`src/rtl/fifo_pkg.sv`:
```
// Shared pointer-encoding helpers for the async FIFO write/read controllers and top.
// Functions work on a fixed maximum width; callers zero-extend narrower pointers.
package fifo_pkg;

  localparam int PTR_MAX_W = 32;

  function automatic logic [PTR_MAX_W-1:0] bin2gray(input logic [PTR_MAX_W-1:0] bin);
    return bin ^ (bin >> 1);
  endfunction

  // Zero-extended inputs keep the upper result bits zero, so truncation is exact.
  function automatic logic [PTR_MAX_W-1:0] gray2bin(input logic [PTR_MAX_W-1:0] gray);
    logic [PTR_MAX_W-1:0] bin;
    bin[PTR_MAX_W-1] = gray[PTR_MAX_W-1];
    for (int i = PTR_MAX_W - 2; i >= 0; i--) begin
      bin[i] = bin[i+1] ^ gray[i];
    end
    return bin;
  endfunction

endpackage

```
`src/rtl/fifo_wr_ctrl.sv`:
```
// Write-domain controller of the async FIFO: write pointer, RAM write port,
// full/almost_full/level/overflow flags and Gray pointer export.
module fifo_wr_ctrl
  import fifo_pkg::*;
#(
  parameter int ADDRWIDTH = 8,
  parameter int AF_MARGIN = 4
) (
  input  logic                 clock,
  input  logic                 reset,
  input  logic                 wr_en,
  input  logic                 clr_overflow,
  input  logic [ADDRWIDTH:0]   rptr_sync,
  output logic [ADDRWIDTH:0]   wptr_gray,
  output logic                 ram_we,
  output logic [ADDRWIDTH-1:0] ram_waddr,
  output logic                 full,
  output logic                 almost_full,
  output logic [ADDRWIDTH:0]   wr_level,
  output logic                 overflow
);

  localparam int PW    = ADDRWIDTH + 1;
  localparam int PAD   = PTR_MAX_W - PW;
  localparam int DEPTH = 1 << ADDRWIDTH;
  localparam logic [PW-1:0] AF_THRESH = PW'(DEPTH - AF_MARGIN);

  logic [PW-1:0] r_wbin;
  logic [PW-1:0] r_wgray;
  logic          r_full;
  logic          r_almost_full;
  logic [PW-1:0] r_level;
  logic          r_overflow;

  logic                 w_accept;
  logic [PW-1:0]        w_wbin_next;
  logic [PTR_MAX_W-1:0] w_wgray_ext;
  logic [PW-1:0]        w_wgray_next;
  logic [PTR_MAX_W-1:0] w_rbin_ext;
  logic [PW-1:0]        w_rbin;
  logic [PW-1:0]        w_full_pattern;
  logic [PW-1:0]        w_level_next;
  logic                 w_full_next;
  logic                 w_almost_full_next;
  logic                 w_unused_hi;

  // Registered full gates the write, so a blocked request never reaches the RAM.
  assign w_accept    = wr_en & ~r_full;
  assign w_wbin_next = r_wbin + PW'(w_accept);

  assign w_wgray_ext  = bin2gray({{PAD{1'b0}}, w_wbin_next});
  assign w_wgray_next = w_wgray_ext[PW-1:0];
  assign w_rbin_ext   = gray2bin({{PAD{1'b0}}, rptr_sync});
  assign w_rbin       = w_rbin_ext[PW-1:0];
  assign w_unused_hi  = ^{w_wgray_ext[PTR_MAX_W-1:PW], w_rbin_ext[PTR_MAX_W-1:PW]};

  // In Gray code, "one lap ahead" means the two MSBs inverted and the rest equal.
  assign w_full_pattern     = {~rptr_sync[PW-1:PW-2], rptr_sync[PW-3:0]};
  assign w_full_next        = (w_wgray_next == w_full_pattern);
  assign w_level_next       = w_wbin_next - w_rbin;
  assign w_almost_full_next = (w_level_next >= AF_THRESH);

  always_ff @(posedge clock) begin
    if (reset) begin
      r_wbin        <= '0;
      r_wgray       <= '0;
      r_full        <= 1'b0;
      r_almost_full <= 1'b0;
      r_level       <= '0;
      r_overflow    <= 1'b0;
    end else begin
      r_wbin        <= w_wbin_next;
      r_wgray       <= w_wgray_next;
      r_full        <= w_full_next;
      r_almost_full <= w_almost_full_next;
      r_level       <= w_level_next;
      // A blocked write in the same cycle as a clear keeps the flag set.
      if (wr_en & r_full) begin
        r_overflow <= 1'b1;
      end else if (clr_overflow) begin
        r_overflow <= 1'b0;
      end
    end
  end

  assign ram_we      = w_accept;
  assign ram_waddr   = r_wbin[ADDRWIDTH-1:0];
  assign wptr_gray   = r_wgray;
  assign full        = r_full;
  assign almost_full = r_almost_full;
  assign wr_level    = r_level;
  assign overflow    = r_overflow;

endmodule

```
`config.mk`:
```
export PLATFORM = sky130hd
export DESIGN_NAME = fifo_wr_ctrl
export DESIGN_NICKNAME = d
export VERILOG_FILES = /design/src/rtl/fifo_pkg.sv /design/src/rtl/fifo_wr_ctrl.sv
export SDC_FILE = /design/constraint.sdc
export NUM_CORES = 1
export LEC_CHECK = 0
export ABC_CLOCK_PERIOD_IN_PS = 4400
export CELL_PAD_IN_SITES_DETAIL_PLACEMENT = 1
export CELL_PAD_IN_SITES_GLOBAL_PLACEMENT = 2
export CORE_ASPECT_RATIO = 2
export CORE_MARGIN = 3
export CORE_UTILIZATION = 26
export DETAILED_ROUTE_END_ITERATION = 16
export PLACE_DENSITY_LB_ADDON = 0.2
export SYNTH_ARGS = -nofsm -noshare
export SYNTH_HDL_FRONTEND = slang
export SYNTH_SLANG_ARGS = --single-unit
```
`constraint.sdc`:
```
create_clock -name clock -period 4.4 [get_ports clock]
set_input_delay 0.88 -clock clock [delete_from_list [all_inputs] [get_ports clock]]
set_output_delay 0.88 -clock clock [all_outputs]
set_load 0.05 [all_outputs]
```
# ---- Yosys cells after proc, flatten, opt, wreduce, memory -nomap -nowiden
# Cells that the tools add are included.
dict set report totals {
  in_bits 13
  register_bits 30
  wordCells 26
  output_inout_bits 30
}
dict set report op_classes {
  order_cmp 1
  reduce_logical 1
  mux 2
  n_bitwise 13
  n_eq_ne 1
  add_sub_neg 2
}
# cell n
set ops {}
lappend ops {{9-bit by 1-bit adder with 9-bit output} 1}
lappend ops {{9-bit == test} 1}
lappend ops {{9-bit by 8-bit >= comparator with 1-bit output, second input constant} 1}
lappend ops {{9-bit subtractor} 1}
lappend ops {{9-bit by 8-bit bitwise XOR with 9-bit output} 1}
lappend ops {{1-bit bitwise XOR} 8}
lappend ops {{1-bit AND} 2}
lappend ops {{1-bit two-way mux} 2}
lappend ops {{2-bit NOT} 1}
lappend ops {{2-bit nonzero test} 1}
lappend ops {{1-bit NOT} 1}

# ---- Depth between registers and ports, before layout
dict set report depth {
  word_depth 10
  depth_mapped 15
  ltp_nobuf 15
}

# ---- Worst setup path before layout
# OpenSTA, ideal clock, no wires.
dict set report synth_timing {
  path_type {input to register}
  from {input port wr_en}
  to {register r_almost_full (netlist: almost_full)}
  n_path_buf 0
  t_arrival_ns 4.290
  stages 13
  required_ns 4.299
  setup_time_ns 0.101
  setup_slack_ns 0.009
  path_cell_list {nor2b_1 ha_1 ha_1 nand3_1 xor2_1 inv_1 ha_1 o21ai_0 o21ai_1 a21oi_1 xor2_1 or4b_1 o41ai_1}
}
dict set report synth_between {
  elab_chain_cells 4
}
# item line
set synth_rtl {}
lappend synth_rtl {{from (decl)} fifo_wr_ctrl.sv:11} ;# input logic wr_en,
lappend synth_rtl {{1-bit AND} fifo_wr_ctrl.sv:48} ;# assign w_accept = wr_en & ~r_full;
lappend synth_rtl {{9-bit by 1-bit adder with 9-bit output} fifo_wr_ctrl.sv:49} ;# assign w_wbin_next = r_wbin + PW'(w_accept);
lappend synth_rtl {{named net w_wbin_next[4]} fifo_wr_ctrl.sv:36} ;# logic [PW-1:0] w_wbin_next;
lappend synth_rtl {{9-bit subtractor} fifo_wr_ctrl.sv:60} ;# assign w_level_next = w_wbin_next - w_rbin;
lappend synth_rtl {{9-bit by 8-bit >= comparator with 1-bit output} fifo_wr_ctrl.sv:61} ;# assign w_almost_full_next = (w_level_next >= AF_THRESH);
lappend synth_rtl {{to (signal assigned)} fifo_wr_ctrl.sv:75} ;# r_almost_full <= w_almost_full_next;
lappend synth_rtl {{to (decl)} fifo_wr_ctrl.sv:31} ;# logic r_almost_full;
# The timed path passes the listed nets, and every way through them passes these cells.
# A chain may end at the register's enable or synchronous reset.

# ---- Worst setup path in the final report
dict set report layout_timing {
  from {input port rptr_sync[5]}
  to {register r_almost_full (netlist: almost_full)}
}
dict set report layout_between {
  elab_chain_cells 8
}
# item line
set layout_rtl {}
lappend layout_rtl {{from (decl)} fifo_wr_ctrl.sv:13} ;# input logic [ADDRWIDTH:0] rptr_sync,
lappend layout_rtl {{1-bit bitwise XOR *} fifo_pkg.sv:16} ;# bin[i] = bin[i+1] ^ gray[i];
lappend layout_rtl {{1-bit bitwise XOR (5 in series)} fifo_pkg.sv:16}
lappend layout_rtl {{9-bit subtractor *} fifo_wr_ctrl.sv:60}
lappend layout_rtl {{9-bit by 8-bit >= comparator with 1-bit output *} fifo_wr_ctrl.sv:61}
# Mark *: on every way between the ends. The rest lies on a longest branch, timed or not.

==> reports/qor.tcl <==
set qor(gp_congestion) 0.7620
set qor(worst-path-max-fanout) 2
set qor(fmax_mhz) 239.5
set qor(fin_crit_ns) 4.176
set qor(final_net_count) 262
set qor(io_buffer_count) 42
set qor(vias) 1383
set qor(number_of_flops_mapped_to_enable_cells_by_yosys) 0
set qor(finalPower_mw) 1.105
set qor(detailed_place_hpwl_microns) 3537
set qor(synth_mux_area_share_pct) 0.6329
set qor(totalWireLength_microns) 4415
set qor(setup.worst_path.start_class) {input pin}
set qor(p_leak_nw) 1.094
set qor(tritoncts_num_sinks) 29
set qor(route.detailed.vias_per_inst) 4.610
set qor(post_route_cells_drive_above_1_share_pct) 22.18
set qor(syn-cell-area_sq_um) 1582
set qor(design.core.area_sq_um) 5807
set qor(cts-htree-levels) 2
set qor(synth.yosys.warnings) 0
set qor(ys_types) 36
set qor(largest_net_degree_at_the_start_of_global_routing) 30
set qor(synthXorXnorAreaFrac_pct) 25.16
set qor(synth_nets) 189
set qor(ys_async_sr_fraction_pct) 0
set qor(ys_ff_latch) 29
set qor(clk_path_buf_depth) 2
set qor(worst_slew_pin_slew_ns) 0.5124
set qor(overflow) 0
set qor(start_util_pct) 27.24
set qor(compound_cell_area_share_of_the_yosys_netlist_pct) 8.940
set qor(die_w_microns) 61.15
set qor(cp.arrival_ns) 4.36
set qor(number_of_antenna_violations_at_the_first_check_in_global_routing) 0
set qor(endpoint_kind) {flop}
set qor(dpl-instance-area_sq_um) 2225
set qor(syn2layout_area_growth_pct) 55.62
set qor(clock_pin_slew_on_the_worst_setup_and_hold_paths_ns) 0.05
set qor(dr.first_iter.drc_count) 26
set qor(grt_pass1_wl_microns) 7334
set qor(timing_worst_setup_path_type) {input pin to flop}
set qor(boundaryPins) 43
set qor(numCtsBuffers) 5
set qor(residual_antenna_violating_net_count_after_detailed_routing) 0
set qor(insertion_delay_ns) 0.28
set qor(worst_ep_required_time_ns) 4.58
set qor(powerDensity_nw_per_um2) 449.0
set qor(route.detailed.wl_per_inst_microns) 14.72
set qor(tritoncts) {yes}
set qor(max_cap_violations) 0
set qor(irDropWorstVdd_mv) 0.2832
set qor(fin_worst_skew_ns) 0.005584
set qor(slew_violations) 0
set qor(die_h_microns) 116.3
set qor(grt_pass1_vias) 1562
set qor(main_combinational_cell_family_by_area_after_synthesis) {XOR/XNOR gates}
set qor(synth.avg_cell_area_sq_um) 9.585
set qor(synth_simple_gate_area_share_pct) 16.06
set qor(layout_common_cells) {sky130_fd_sc_hd__clkdlybuf4s50_1 (39), sky130_fd_sc_hd__dfxtp_1 (29), sky130_fd_sc_hd__buf_4 (27), sky130_fd_sc_hd__nor2_1 (24), sky130_fd_sc_hd__xnor2_1 (19)}
set qor(timing.final.setup_violations) 0
set qor(yosysSeqAreaShare_pct) 36.71
set qor(layout.cell_area.non_filler_sq_um) 2461
set qor(antenna_cells) 0
set qor(reg2reg_setup_slack_ns) 1.24
set qor(run_status) {complete, no violations}
set qor(timing.final.hold_violations) 0
set qor(grtUsageTotal_pct) 14.19
set qor(fp.dieArea_sq_um) 7111
set qor(synth_fa_ha_area_share_pct) 9.177
set qor(worst_slew_slack_as_a_fraction_of_its_limit_pct) 65.73
set qor(layout_commonest_cell) {sky130_fd_sc_hd__clkdlybuf4s50_1}
set qor(dr.pass1.iters) 4
set qor(hold_path_class) {flop to flop}
set qor(synth_top_flop_cell) {sky130_fd_sc_hd__dfxtp_1}
set qor(drcViolationCount) 0
set qor(clockRootBuffer) {sky130_fd_sc_hd__clkbuf_16}
set qor(finalCritPeriodShare_pct) 94.90
set qor(netlist_instances) 165
set qor(num_rows) 39
set qor(postCtsHoldBufs) 0
## per-stage QoR
stage / utilization (%) / hold WS (ns) / std cells / setup TNS (ns) / worst slack [ns]
2_1_floorplan: - / 0.6814 / 165 / 0 / 0.009090
3_3_place_gp: 38.31 / 0.4558 / 286 / -0.4976 / -0.4976
3_5_place_dp: 38.31 / 0.4735 / 286 / -0.7540 / -0.6221
5_1_grt: 42.38 / 0.4973 / 300 / -0.0003779 / -0.0003779
6_report: 42.38 / 0.4710 / 300 / 0 / 0.2242
4_1_cts: 41.95 / 0.4804 / 298 / 0 / 0.008428
## cell families (layout without fill, tap and decap cells)
kind of cell / Yosys count / after routing
multiplexers: 1 / 1
XOR/XNOR: 36 / 36
flip-flops: 29 / 29
adder cells (fa/ha/maj): 11 / 11
buffers and inverters: 14 / 88
AND/OR/NAND/NOR: 53 / 53
AO/OA/AOI/OAI: 21 / 21
## worst max-delay path, cell delays in order
cell and delay [ns]:
sky130_fd_sc_hd__clkdlybuf4s50_1 0.55, sky130_fd_sc_hd__xor2_2 0.19, sky130_fd_sc_hd__xnor3_2 0.34, sky130_fd_sc_hd__xor2_4 0.18, sky130_fd_sc_hd__xor2_2 0.18, sky130_fd_sc_hd__xnor2_1 0.14, sky130_fd_sc_hd__ha_2 0.20, sky130_fd_sc_hd__inv_1 0.05
sky130_fd_sc_hd__fa_2 0.35, sky130_fd_sc_hd__a211oi_2 0.22, sky130_fd_sc_hd__o21ai_2 0.10, sky130_fd_sc_hd__a21oi_2 0.14, sky130_fd_sc_hd__xor2_1 0.10, sky130_fd_sc_hd__or4b_4 0.53, sky130_fd_sc_hd__o41ai_2 0.19
## synth_stat cells (2+ instances only)
| cell type | n | share of area [%] |
|---|---|---|
| sky130_fd_sc_hd__nand3_1 | 4 | 1.3 |
| sky130_fd_sc_hd__dfxtp_1 | 29 | 37 |
| sky130_fd_sc_hd__ha_1 | 10 | 7.9 |
| sky130_fd_sc_hd__nor2b_1 | 5 | 2.0 |
| sky130_fd_sc_hd__nand2_1 | 7 | 1.7 |
| sky130_fd_sc_hd__buf_1 | 2 | 0.47 |
| sky130_fd_sc_hd__inv_1 | 11 | 2.6 |
| sky130_fd_sc_hd__xnor3_2 | 2 | 3.0 |
| sky130_fd_sc_hd__o21ai_0 | 3 | 0.95 |
| sky130_fd_sc_hd__a21oi_1 | 7 | 2.2 |
| sky130_fd_sc_hd__xnor2_1 | 19 | 11 |
| sky130_fd_sc_hd__nor2_1 | 24 | 5.7 |
| sky130_fd_sc_hd__nand4_1 | 2 | 0.79 |
| sky130_fd_sc_hd__nand2b_1 | 2 | 0.79 |
| sky130_fd_sc_hd__nor3_1 | 2 | 0.63 |
| sky130_fd_sc_hd__xor2_1 | 9 | 5.0 |
| sky130_fd_sc_hd__xor2_2 | 4 | 4.1 |
| sky130_fd_sc_hd__o21a_1 | 2 | 0.95 |
| sky130_fd_sc_hd__and3_1 | 2 | 0.79 |
| sky130_fd_sc_hd__a21o_1 | 3 | 1.4 |
## what timing repair did
action	CTS	global route
pin swaps	11	10
endpoints found under the setup margin	1	1
buffers inserted	4	2
gates resized for setup	11	6
## path summary, 6_finish.rpt
path           startpoint           to  cells after the start
max          rptr_sync[5]  almost_full                     15
min              overflow     overflow                      2
max reg2reg          full  almost_full                     12
min reg2reg      overflow     overflow                      2
## state kept, by name, indices dropped and copies added (netlist names)
register	flops
wr_level	9
overflow	1
r_wbin	9
almost_full	1
wptr_gray	8
full	1
## routing by layer
| layer | vias to the layer above | global-route usage [%] | wire length, microns |
|---|---|---|---|
| li1 | 685 | - | - |
| met1 | 658 | 12.87 | 1466 |
| met2 | 31 | 26.52 | 2638 |
| met3 | 9 | 3.872 | 192 |
| met4 | 0 | 7.815 | 116 |
| met5 | - | 0 | 0 |
## power by group
group | switching, mW | total (mW) | leakage (nW) | internal [mW]
Sequential | 0.00850 | 0.300 | 0.237 | 0.292
Combinational | 0.245 | 0.450 | 0.777 | 0.205
Clock | 0.116 | 0.355 | 0.0799 | 0.239
## area by class of cell
type,count,area (sq um)
Sequential cell,29,580.6
Clock buffer,7,152.6
Timing Repair Buffer,69,613.1
Inverter,11,41.29
Tap cell,61,76.32
Clock inverter,1,5.005
Multi-Input combinational cell,122,992.2
Fill cell,668,3346
No activity file was read; power rests on OpenSTA's default activity.
